$ cat src/rtl/mem_arbiter_pkg.sv
// Shared types and constants for the two-port memory arbiter.
package mem_arbiter_pkg;

  typedef enum logic [1:0] {
    IDLE,
    GNT_I,
    GNT_D
  } arb_state_t;

  localparam int GNT_IDX_I = 0;
  localparam int GNT_IDX_D = 1;

endpackage

$ cat src/rtl/mem_arbiter.sv
// Arbitrates one shared memory port between an instruction-fetch port and a data port.
// Request payload is never registered; the granted port's inputs are mirrored straight through.
module mem_arbiter
  import mem_arbiter_pkg::*;
#(
  parameter bit ROUND_ROBIN = 1'b1
) (
  input  logic        clk,
  input  logic        rst,
  input  logic [29:0] i_word_addr,
  input  logic        i_read_en,
  output logic [31:0] i_read,
  output logic        i_ready,
  input  logic [29:0] d_word_addr,
  input  logic [31:0] d_write,
  input  logic [3:0]  d_write_byte_mask,
  input  logic        d_write_enable,
  input  logic        d_read_enable,
  output logic [31:0] d_read,
  output logic        d_ready,
  output logic [29:0] mem_word_addr,
  output logic [31:0] mem_write,
  output logic [3:0]  mem_write_byte_mask,
  output logic        mem_write_enable,
  output logic        mem_read_enable,
  input  logic [31:0] mem_read,
  input  logic        mem_ready,
  output logic [1:0]  grant
);

  arb_state_t state, state_next;
  logic       last_grant_d, last_next;
  logic       i_req, d_req, pick_data;

  assign i_req = i_read_en;
  assign d_req = d_read_enable | d_write_enable;

  // last_grant_d = 1 means data owned the port most recently; reset favours data first.
  assign pick_data = !ROUND_ROBIN || !last_grant_d;

  always_ff @(posedge clk) begin
    if (rst) begin
      state        <= IDLE;
      last_grant_d <= 1'b0;
    end else begin
      state        <= state_next;
      last_grant_d <= last_next;
    end
  end

  always_comb begin
    state_next = state;
    last_next  = last_grant_d;
    case (state)
      IDLE: begin
        if (i_req && d_req) begin
          state_next = pick_data ? GNT_D : GNT_I;
          last_next  = pick_data;
        end else if (d_req) begin
          state_next = GNT_D;
          last_next  = 1'b1;
        end else if (i_req) begin
          state_next = GNT_I;
          last_next  = 1'b0;
        end
      end
      // A dropped request before mem_ready aborts; last_grant keeps its value.
      GNT_I: if (mem_ready || !i_req) state_next = IDLE;
      GNT_D: if (mem_ready || !d_req) state_next = IDLE;
      default: state_next = IDLE;
    endcase
  end

  always_comb begin
    mem_word_addr       = '0;
    mem_write           = '0;
    mem_write_byte_mask = '0;
    mem_write_enable    = 1'b0;
    mem_read_enable     = 1'b0;
    i_ready             = 1'b0;
    d_ready             = 1'b0;
    grant               = '0;
    case (state)
      GNT_I: begin
        grant[GNT_IDX_I] = 1'b1;
        mem_word_addr    = i_word_addr;
        mem_read_enable  = i_read_en;
        i_ready          = mem_ready;
      end
      GNT_D: begin
        grant[GNT_IDX_D]    = 1'b1;
        mem_word_addr       = d_word_addr;
        mem_write           = d_write;
        mem_write_byte_mask = d_write_byte_mask;
        mem_write_enable    = d_write_enable;
        mem_read_enable     = d_read_enable;
        d_ready             = mem_ready;
      end
      default: ;
    endcase
  end

  assign i_read = mem_read;
  assign d_read = mem_read;

endmodule

$ cat config.mk
export PLATFORM = sky130hd
export DESIGN_NAME = mem_arbiter
export DESIGN_NICKNAME = d
export VERILOG_FILES = /design/src/rtl/mem_arbiter_pkg.sv /design/src/rtl/mem_arbiter.sv
export SDC_FILE = /design/constraint.sdc
export NUM_CORES = 1
export LEC_CHECK = 0
export ABC_CLOCK_PERIOD_IN_PS = 2000
export BUFFER_PORTS_ARGS = -buffer_cell sky130_fd_sc_hd__buf_2
export CELL_PAD_IN_SITES_DETAIL_PLACEMENT = 1
export CELL_PAD_IN_SITES_GLOBAL_PLACEMENT = 2
export CORE_ASPECT_RATIO = 0.8
export CORE_UTILIZATION = 10
export CTS_CLUSTER_SIZE = 28
export DETAILED_ROUTE_END_ITERATION = 10
export PLACE_DENSITY = 0.88
export SLEW_MARGIN = 20
export SYNTH_ARGS = -nofsm -noshare
export SYNTH_HDL_FRONTEND = slang
export SYNTH_SLANG_ARGS = --single-unit
$ cat constraint.sdc
create_clock -name clk -period 2 [get_ports clk]
set_clock_uncertainty 0.1 [all_clocks]
set_input_delay 0.2 -clock clk [delete_from_list [all_inputs] [get_ports clk]]
set_output_delay 0.2 -clock clk [all_outputs]
set_load 0.02 [all_outputs]
==> flow_summary.ini <==
[worst_setup_path]
path_class = flip-flop to output pin
required_ns = 1.70
arrival_ns = 1.57
cp-start-kind = flip-flop
cp_max_fo = 35
max_stage_delay_ns = 0.38
end_kind = output pin
slowest_stage = ha_1
worstPathCellList = inv_1, ha_1, buf_12, and2_1, buf_2

[global_routing]
grt_pass1_vias = 1709
grt_max_degree = 36
overflow = 0
grt_pass1_wl_um = 9640
track_usage_pct = 8.46
grt_antenna_before_repair = 0

[power_and_ir_drop]
pwr-share-seq_pct = 6.4
p_comb_share_pct = 67.3
finalPower_mw = 1.22
p_leak_nw = 1.16
p_per_area_nw_per_um2 = 561
ir_drop_mv = 0.220
p_int_mw = 0.695
power.switching_mw = 0.527
swShare_pct = 43.1
power.share.clock_pct = 26.4

[floorplan]
io_pins = 270
die_area_um2 = 15000
num_rows = 38
initial_core_util_pct = 10.5
dieHeight_um = 110
chipWidth_um = 137
core_area_um2 = 13800

[drt]
drc = 0
wl_per_cell_um = 13.4
wl_um = 6570
drt_iter0_markers = 75
vias = 1694
routed_via_density = 3.44
antenna_left = 0
dr.pass1.iters = 4

[timing]
tightest_slew_ns = 0.354
slew_headroom_pct = 76.4
hold_viol_final = 0
fmax_ghz = 0.534
setup_tns_ns = 0
fin_ws_ns = 0.126
worst_hold_slack_ns = 0.104
finalCritPeriodShare_pct = 93.7
post-route-min-period_ns = 1.87
setup_viol = 0
rsz0062_at_grt = false
maxSlewViolCount = 0

[yosys]
syn-instance-count = 206
yosys.area.top_type = buf_4
synth.top_cell.area_share_pct = 33.2
ys_seq_area_share_pct = 4.15
synth_nets = 345
syn_area_um2 = 1450
synth.area.top_cells = buf_4 (33%), and2_1 (16%), a22oi_1 (16%)
synthDistinctLibCells = 20
ys_warn_count = 0
yosys_register_bits = 3
avgSynthCellArea_um2 = 7.03

[cts]
htree_levels = 1
cts_tree = yes
clockBufferDepth = 2
clk_latency_ns = 0.23
clkTransAtPathRegs_ns = 0.03
clock-sinks = 3
root_buffer = clkbuf_16
cts_buffers = 3

[status]
outcome = finished clean

[placed_design]
place_ws_ns = 0.301
hpwl_um = 5550
io_buffers = 173
gp_congestion = 0.832

[final_layout]
fin_util_pct = 15.8
fin_nets = 452
drive_gt1_share_pct = 59.6
diodes = 0
syn_to_final_growth_pct = 50.6

[flow_run]
drv_cap = 0

[worst_hold_path]
hp-class = input pin to flip-flop
-- kinds of logic (layout without fill, tap and decap cells) --
kind of cell / after synthesis / count (layout) / synth area share, %
and+or+nand+nor: 80 / 80 / 34.5
adders and majority gates: 5 / 5 / 4.32
AOI/OAI and AO/OA: 37 / 37 / 19.4
buffers and inverters: 81 / 187 / 37.6
DFF: 3 / 3 / 4.15
-- worst max-delay path: cells and delay by family, from the launching register on --
kind | cells | cell delay, ns
flops | 1 | 0.32
fa+ha+maj | 1 | 0.38
simple gates | 1 | 0.14
buf+inv | 3 | 0.50
-- Yosys cell counts --
library cell / n
and2_1: 38
nand2_1: 3
inv_1: 4
a31o_1: 1
nand3_1: 2
nor4b_1: 1
nor2b_1: 31
or2_4: 1
and2_2: 1
a21o_2: 1
buf_4: 64
a22oi_1: 31
ha_1: 5
nand2b_1: 2
and3b_1: 1
a21oi_1: 1
o32ai_1: 2
dfxtp_1: 3
a311oi_1: 1
clkbuf_1: 13
-- per-stage QoR --
stage / std cells / instance area [um2]
finish: 492 / 2180
global route: 492 / 2180
CTS: 492 / 2170
detailed placement: 488 / 2090
global placement: 488 / 2090
floorplan: 206 / 1450
-- flip-flops by register name, summed over array words and instances (netlist names) --
signal,flops
last_grant_d,1
state,2
-- layout make-up --
cell class              instances  area, um2
multi-input cells             122        843
inverters                       4       15.0
fillers                      1713      11700
repair buffers                179        956
clock buffers                   4       78.8
well taps                     180        225
flip-flops and latches          3       61.3
-- cells in the final DEF (no fill, tap or decap) --
| master | count |
|---|---|
| a21o_2 | 1 |
| a21oi_1 | 1 |
| a22oi_1 | 31 |
| a311oi_1 | 1 |
| a31o_1 | 1 |
| and2_1 | 38 |
| and2_2 | 1 |
| and3b_1 | 1 |
| buf_12 | 3 |
| buf_2 | 173 |
| buf_4 | 2 |
| buf_8 | 1 |
| clkbuf_1 | 1 |
| clkbuf_16 | 3 |
| dfxtp_1 | 2 |
| dfxtp_2 | 1 |
| ha_1 | 5 |
| inv_1 | 4 |
| nand2_1 | 3 |
| nand2b_1 | 2 |
| nand3_1 | 2 |
| nor2b_1 | 31 |
| nor4b_1 | 1 |
| o32ai_1 | 2 |
| or2_4 | 1 |
-- layer usage --
| metal | track usage, % | vias up | part of all wire [%] |
|---|---|---|---|
| li1 | - | 832 | - |
| met5 | 0 | - | 0 |
| met4 | 1.35 | 0 | 0.65 |
| met2 | 12.5 | 94 | 43 |
| met1 | 11.1 | 759 | 43 |
| met3 | 4.06 | 9 | 13 |
-- power groups by stage --
stage	Combinational [mW]	Sequential, mW	Clock, mW
after floorplan	0.662	0.0763	0
after detailed placement	0.829	0.0783	0
after global placement	0.823	0.0778	0
after CTS	0.833	0.0773	0.327
after global routing	0.895	0.0798	0.339
final	0.822	0.0777	0.322
-- worst paths after layout --
kind	from	end	slack [ns]	depth (start not counted)
worst max-delay path	state[0]	mem_write[20]	0.13	5
worst min-delay path	rst	last_grant_d	0.10	2
worst max register to register	state[1]	state[0]	0.40	5
worst min register to register	last_grant_d	last_grant_d	0.37	2
-- repair_timing --
| item | CTS | global route |
|---|---|---|
| hold buffers | 0 | 0 |
| endpoints found under the setup margin | 0 | 22 |
| gates resized for setup | 0 | 3 |
| buffers inserted | 0 | 0 |
(Power assumes the default switching activity.)
